`config.mk`:
```
export PLATFORM = sky130hd
export DESIGN_NAME = countdown_timer_flat
export DESIGN_NICKNAME = d
export VERILOG_FILES = /design/src/rtl/countdown_timer_pkg.sv /design/src/rtl/countdown_timer_if.sv /design/src/rtl/countdown_timer.sv /design/src/flat_wrapper.sv
export SDC_FILE = /design/constraint.sdc
export NUM_CORES = 1
export LEC_CHECK = 0
export ABC_AREA = 1
export CAP_MARGIN = 30
export CELL_PAD_IN_SITES_DETAIL_PLACEMENT = 1
export CELL_PAD_IN_SITES_GLOBAL_PLACEMENT = 1
export CORE_MARGIN = 2
export CORE_UTILIZATION = 25
export CTS_BUF_LIST = sky130_fd_sc_hd__clkbuf_8
export DETAILED_ROUTE_END_ITERATION = 16
export GPL_ROUTABILITY_DRIVEN = 0
export PLACE_DENSITY_LB_ADDON = 0.1
export SYNTH_ARGS = -nofsm -noshare
export SYNTH_HDL_FRONTEND = slang
export SYNTH_SLANG_ARGS = --single-unit
```
`constraint.sdc`:
```
create_clock -name clk -period 1.8 [get_ports clk]
set_clock_uncertainty 0.2 [all_clocks]
set_input_delay 0.36 -clock clk [delete_from_list [all_inputs] [get_ports clk]]
set_output_delay 0.36 -clock clk [all_outputs]
set_load 0.02 [all_outputs]
```
`src/rtl/countdown_timer_pkg.sv`:
```
// Shared definitions for the timer/counter family: state encoding and width limits.
// Imported by the countdown timer and available to sibling counter blocks.
package countdown_timer_pkg;

  typedef enum logic [1:0] {
    CT_IDLE = 2'd0,
    CT_RUN  = 2'd1,
    CT_DONE = 2'd2
  } ct_state_e;

  localparam int CT_WIDTH_MIN = 2;
  localparam int CT_WIDTH_MAX = 32;

  function automatic bit ct_width_ok(input int w);
    return (w >= CT_WIDTH_MIN) && (w <= CT_WIDTH_MAX);
  endfunction

endpackage

```
`src/rtl/countdown_timer_if.sv`:
```
// Control/status bundle between a countdown timer and the logic that sequences it.
// The master issues start/abort/pause and reads back count and status.
interface countdown_timer_if #(
  parameter int WIDTH = 8
);

  logic [WIDTH-1:0] load_val;
  logic             start;
  logic             pause;
  logic             abort;
  logic             auto_reload;
  logic [WIDTH-1:0] count;
  logic             busy;
  logic             tc_pulse;
  logic             done;

  modport master (
    output load_val, start, pause, abort, auto_reload,
    input  count, busy, tc_pulse, done
  );

  modport slave (
    input  load_val, start, pause, abort, auto_reload,
    output count, busy, tc_pulse, done
  );

endinterface

```
`src/rtl/countdown_timer.sv`:
```
// Loadable down-counter with terminal-count pulse, optional auto-reload and pause.
// All outputs are registered alongside the state.
//
// state   | meaning
// --------+-----------------------------------------------------------
// CT_IDLE | stopped, count=0, waiting for start
// CT_RUN  | counting down toward 1; terminal count fires from count==1
// CT_DONE | terminal count reached without reload; holds until start/abort
module countdown_timer
  import countdown_timer_pkg::*;
#(
  parameter int WIDTH = 8
) (
  input logic               clk,
  input logic               rst,
  countdown_timer_if.slave  bus
);

  localparam logic [WIDTH-1:0] ONE = WIDTH'(1);

  ct_state_e        state;
  logic [WIDTH-1:0] count_q;
  logic [WIDTH-1:0] reload_q;
  logic             busy_q;
  logic             done_q;
  logic             tc_q;

  always_ff @(posedge clk) begin
    if (rst) begin
      state    <= CT_IDLE;
      count_q  <= '0;
      reload_q <= '0;
      busy_q   <= 1'b0;
      done_q   <= 1'b0;
      tc_q     <= 1'b0;
    end else begin
      tc_q <= 1'b0;
      // abort keeps reload_q so a later start-less inspection still sees the last period
      if (bus.abort) begin
        state   <= CT_IDLE;
        count_q <= '0;
        busy_q  <= 1'b0;
        done_q  <= 1'b0;
      end else begin
        case (state)
          CT_IDLE, CT_DONE: begin
            if (bus.start) begin
              reload_q <= bus.load_val;
              if (bus.load_val != '0) begin
                state   <= CT_RUN;
                count_q <= bus.load_val;
                busy_q  <= 1'b1;
                done_q  <= 1'b0;
              end else begin
                state   <= CT_DONE;
                count_q <= '0;
                busy_q  <= 1'b0;
                done_q  <= 1'b1;
                tc_q    <= 1'b1;
              end
            end
          end
          CT_RUN: begin
            if (!bus.pause) begin
              if (count_q > ONE) begin
                count_q <= count_q - ONE;
              end else begin
                // terminal at count==1 so a reload period is exactly reload_q cycles
                tc_q <= 1'b1;
                if (bus.auto_reload) begin
                  count_q <= reload_q;
                end else begin
                  state   <= CT_DONE;
                  count_q <= '0;
                  busy_q  <= 1'b0;
                  done_q  <= 1'b1;
                end
              end
            end
          end
          default: begin
            state   <= CT_IDLE;
            count_q <= '0;
            busy_q  <= 1'b0;
            done_q  <= 1'b0;
          end
        endcase
      end
    end
  end

  assign bus.count    = count_q;
  assign bus.busy     = busy_q;
  assign bus.done     = done_q;
  assign bus.tc_pulse = tc_q;

endmodule

```
`src/flat_wrapper.sv`:
```
// flat-port wrapper written by rule: the top's interface ports become plain ports
module countdown_timer_flat import countdown_timer_pkg::*;
#(
  parameter int WIDTH = 8
)
  (clk, rst, bus_load_val, bus_start, bus_pause, bus_abort, bus_auto_reload, bus_count, bus_busy, bus_tc_pulse, bus_done);
  countdown_timer_if #(.WIDTH(WIDTH)) bus_i ();
  input logic clk;
  input logic rst;
  input wire logic [$bits(bus_i.load_val)-1:0] bus_load_val;
  input wire logic [$bits(bus_i.start)-1:0] bus_start;
  input wire logic [$bits(bus_i.pause)-1:0] bus_pause;
  input wire logic [$bits(bus_i.abort)-1:0] bus_abort;
  input wire logic [$bits(bus_i.auto_reload)-1:0] bus_auto_reload;
  output wire logic [$bits(bus_i.count)-1:0] bus_count;
  output wire logic [$bits(bus_i.busy)-1:0] bus_busy;
  output wire logic [$bits(bus_i.tc_pulse)-1:0] bus_tc_pulse;
  output wire logic [$bits(bus_i.done)-1:0] bus_done;
  assign bus_i.load_val = bus_load_val;
  assign bus_i.start = bus_start;
  assign bus_i.pause = bus_pause;
  assign bus_i.abort = bus_abort;
  assign bus_i.auto_reload = bus_auto_reload;
  assign bus_count = bus_i.count;
  assign bus_busy = bus_i.busy;
  assign bus_tc_pulse = bus_i.tc_pulse;
  assign bus_done = bus_i.done;
  countdown_timer #(.WIDTH(WIDTH)) u_core (.clk(clk), .rst(rst), .bus(bus_i));
endmodule
```
**Yosys cells after proc, flatten, opt, wreduce, memory -nomap -nowiden**

Cells that the tools add are included.

- Output and inout port bits: 11
- Flip-flop bits (word level): 21
- Logic and storage cells: 50

- Reduce and logical (&&, ||, !) cells: 7
- $lt $le $gt $ge: 1
- Muxes and demuxes: 28
- Bitwise logic cells: 1
- Equal/unequal tests: 6
- Add/subtract/negate cells: 1

Operators with widths:

| cell | count |
|---|---|
| $mux 8 | 5 |
| $pmux 8 s2 | 1 |
| $mux 1 | 13 |
| $mux 2 | 5 |
| $gt 8x1->1 const B | 1 |
| $ne 2x2->1 const B | 4 |
| $reduce_bool 8->1 | 1 |
| $sub 8x1->8 const B | 1 |
| $pmux 1 s2 | 3 |
| $pmux 2 s2 | 1 |
| $reduce_and 4->1 | 1 |
| $reduce_or 2->1 | 2 |
| $reduce_and 3->1 | 1 |
| $eq 2x1->1 const B | 1 |
| $eq 2x2->1 const B | 1 |
| $logic_not 2->1 | 1 |
| $reduce_and 2->1 | 1 |
| $not 1->1 | 1 |

**Longest topological paths before layout**

- Depth after elaboration: 4
- Gate-level depth with buffers: 9
- Mapped depth without buffers: 9

**Worst setup path before layout**

Ideal clock, no wire load.

- Path type: flip-flop to flip-flop
- From: register u_core.count_q[0] (netlist: u_core.bus.count[0])
- To: register u_core.count_q[3] (netlist: u_core.bus.count[3])
- Library setup time: 0.066 ns
- Arrival: 1.511 ns
- Buffers on the path: 0
- Cell stages (with the launch flop): 10
- Path slack: 0.022 ns
- Cell sequence: dfxtp_1 > inv_1 > ha_1 > nor2_4 > nor2_8 > nand3_4 > nand2_4 > nor2_1 > nand2_1 > a21oi_2

- Word-level cells in the longest chain between the ends: 4

Ends and longest elaborated chain:

| element | RTL line | source |
|---|---|---|
| start: declaration | countdown_timer.sv:22 | `logic [WIDTH-1:0] count_q;` |
| start signal: assignment | countdown_timer.sv:51 | `count_q <= bus.load_val;` |
| start signal: assignment | countdown_timer.sv:66 | `count_q <= count_q - ONE;` |
| start signal: assignment | countdown_timer.sv:71 | `count_q <= reload_q;` |
| $sub 8x1->8 or $gt 8x1->1 (tied branches) | countdown_timer.sv:66, countdown_timer.sv:65 |  |
| $mux 8 * | countdown_timer.sv:65 | `if (count_q > ONE) begin` |
| $mux 8 * | countdown_timer.sv:64 | `if (!bus.pause) begin` |
| $pmux 8 s2 * | countdown_timer.sv:45 | `case (state)` |

Mark *: on every way between the ends. The rest lies on a longest branch, timed or not. The select of a mux whose other input is x is not followed.
A chain may end at the register's enable or synchronous reset.

**Final worst setup path**

- From: register u_core.tc_q (netlist: u_core.bus.tc_pulse)
- To: output port bus_tc_pulse

RTL lines:

| element | RTL line | source |
|---|---|---|
| start: declaration | countdown_timer.sv:26 | `logic tc_q;` |
| start signal: assignment | countdown_timer.sv:35 | `tc_q <= 1'b0;` |
| start signal: assignment | countdown_timer.sv:37 | `tc_q <= 1'b0;` |
| start signal: assignment | countdown_timer.sv:59 | `tc_q <= 1'b1;` |
| end: declaration | flat_wrapper.sv:17 | `output wire logic [$bits(bus_i.tc_pulse)-1:0] bus_tc_pulse;` |

No word-level cell between the ends.

==> flow_summary.toml <==
[power_and_ir_drop]
pwr-share-clk_pct = 26.2
power_switching_uw = 387.6
switching_share_pct = 34.00
seqPwrFrac_pct = 40.3
internal_power_uw = 752.6
combPwrFrac_pct = 33.5
leakagePower_nw = 0.7479
powerDensity_mw_per_mm2 = 685.7
peakVddDrop_mv = 0.2233

[drt]
wl_microns = 3802
dr.pass1.iters = 4
via_per_inst = 4.746
drc_errors = 0
drtAntennaViolNets = 0
wl_per_cell_microns = 14.19
drt_iter0_drc = 30
vias = 1272

[final_layout]
n_fill_cell = 573
area_growth_syn_to_layout_pct = 40.93
fin_cells = 268
layout.area.seq_sq_um = 380.4
nets = 233
multiInputGateArea_sq_um = 710.7
fin_util_pct = 37.42
stdcell_area_sq_mm = 0.001663
diodes = 0
drive_gt1_share_pct = 20.37

[worst_setup_path]
slowest_stage = "clkdlybuf4s50_1"
crit_buf_inv = 1
cpPeakStageDelay_ps = 590
crit_chain = "clkdlybuf4s50_1"
worstSetupPathType = "flop to output pin"
cp-start-kind = "flop"
arrival_ps = 1160
worstPathMaxFanout = 1
critPathTopFamily = "buffers and inverters"
worstPathRequired_ps = 1240
crit_path_end_kind = "output pin"

[sta]
final-setup-viol-count = 0
slew_viol_final = 0
fin_ws_ps = 80.12
period_share_pct = 95.55
slew_headroom_pct = 77.97
hold_violations = 0
period_needed_ps = 1720
worstMarginPinSlew_ps = 327.0
fmax_mhz = 581.4
rsz0062_at_grt = "no"

[clock_tree]
h-tree-depth = 1
clock_sinks = 19
cts_buffers = 3
holdBufCountCts = 0
post_cts_buffers = 0
cts-root-buf = "clkbuf_8"
cts_tree = "done"
cts_max_path_buffers = 2
clk_pin_slew_ps = 80
clk_latency_ps = 260

[yosys]
ys_types = 24
synth.cells.most_frequent = "nand2_1, dfxtp_1, a21oi_1, inv_1, nor2_1"
yosysTopAreaCell = "dfxtp_1"
yosysMostFrequentCell = "nand2_1"
synthTopCellsByArea = "dfxtp_1, nand2_1, a21oi_1"
synth-edff-count = 0
yosysSeqAreaShare_pct = 32.24
synth-seq-cells = 19
synth_top_area_share_pct = 32.24
syn-mean-instance-area_sq_um = 6.860
yosysWarnings = 0
synthCells = 172
netlist_area_sq_mm = 0.001180
syn_nets = 188
ys.flop_type = "dfxtp_1"
async_flop_share_pct = 0

[die]
die_w_microns = 72.70
die_h_microns = 72.70
num_io_pins = 25
rows = 24
start_util_pct = 26.55
dieArea_sq_mm = 0.005285
core_area_sq_mm = 0.004444

[placement]
hpwl_microns = 3193
io_buffer_count = 24
dp.cells = 264
dpl_cell_area_sq_mm = 0.001627
place_ws_ps = -82.06

[grt]
grt_overflow = 0
grt_pass1_vias = 1392
grt_max_degree = 12
antenna_found_initial = 0
grt_pass1_wl_microns = 6706
gr-usage-all-layers_pct = 16.24

[flow_run]
drv_cap = 0

[run_status]
outcome = "completed"

[min_path]
hp-class = "flop to flop"
-- flip-flops by register name (all words and copies together), names as in the netlist --
name,cells
u_core.state,2
u_core.bus.tc_pulse,1
u_core.reload_q,8
u_core.bus.count,8
-- path summary, 6_finish.rpt --
check                                         start             endpoint  slack, ps  depth (start not counted)
worst min register to register   u_core.reload_q[6]   u_core.reload_q[6]        280                          2
worst min-delay path             u_core.reload_q[6]   u_core.reload_q[6]        280                          2
worst max register to register  u_core.bus.count[0]  u_core.bus.count[5]        150                          9
worst max-delay path            u_core.bus.tc_pulse         bus_tc_pulse         80                          1
-- what timing repair did --
item,in CTS,in global routing
gates cloned,0,0
resized for setup,9,1
setup endpoints to repair,9,3
pin swaps,0,1
hold endpoints to repair,0,0
-- metrics by stage --
| stage | TNS, ps | total power, mW | hold slack [ps] |
|---|---|---|---|
| final | 0 | 1.140 | 282.1 |
| after detailed placement | -399.5 | 0.8621 | 271.5 |
| after global routing | 0 | 1.231 | 320.1 |
| after floorplan | 0 | 0.6966 | 239.9 |
| after global placement | -178.9 | 0.8553 | 260.5 |
| after CTS | 0 | 1.158 | 284.7 |
-- power groups by stage --
| stage | registers, mW | clock network, mW | logic (mW) |
|---|---|---|---|
| finish | 0.459 | 0.299 | 0.382 |
| global route | 0.464 | 0.335 | 0.432 |
| global placement | 0.468 | 0 | 0.387 |
| CTS | 0.460 | 0.310 | 0.388 |
| floorplan | 0.480 | 0 | 0.217 |
| detailed placement | 0.470 | 0 | 0.392 |
-- cell families (layout without fill, tap and decap cells) --
| group | after synthesis | in the layout | synth area share [%] |
|---|---|---|---|
| compound gates | 38 | 38 | 18.98 |
| xor+xnor | 1 | 1 | 0.7424 |
| fa+ha+maj | 2 | 2 | 2.121 |
| buf+inv | 23 | 67 | 7.529 |
| flops | 19 | 19 | 32.24 |
| simple gates | 89 | 89 | 38.39 |
-- cell usage in the layout, fill, tap and decap left out, drive strengths merged --
cell / netlist / final
dfxtp: 19 / 19
nand4: 6 / 6
xnor2: 1 / 1
nand3: 18 / 18
nor3: 2 / 2
and2: 1 / 1
dlymetal6s2s: 0 / 1
nor2: 25 / 25
a211oi: 3 / 3
buf: 2 / 19
clkbuf: 1 / 3
inv: 20 / 21
a21oi: 24 / 24
dlygate4sd2: 0 / 9
clkdlybuf4s50: 0 / 14
nand2: 37 / 37
o21ai: 11 / 11
ha: 2 / 2
-- layer usage --
metal  vias to the layer above  GRT usage [%]  wire [microns]
met5                         -              0               0
met4                         0          3.704              24
met3                         2          2.348             115
met2                        21          27.47            1825
met1                       585          21.82            1836
li1                        664              -               -
-- layout make-up --
cell class / count / share of cell area (%)
Clock buffer: 3 / 2.483
Clock inverter: 1 / 0.2257
Inverter: 20 / 4.515
Multi-Input combinational cell: 130 / 42.74
Sequential cell: 19 / 22.87
Tap cell: 52 / 3.913
Timing Repair Buffer: 43 / 23.25
Note: power is estimated with default switching activity, not from simulation.
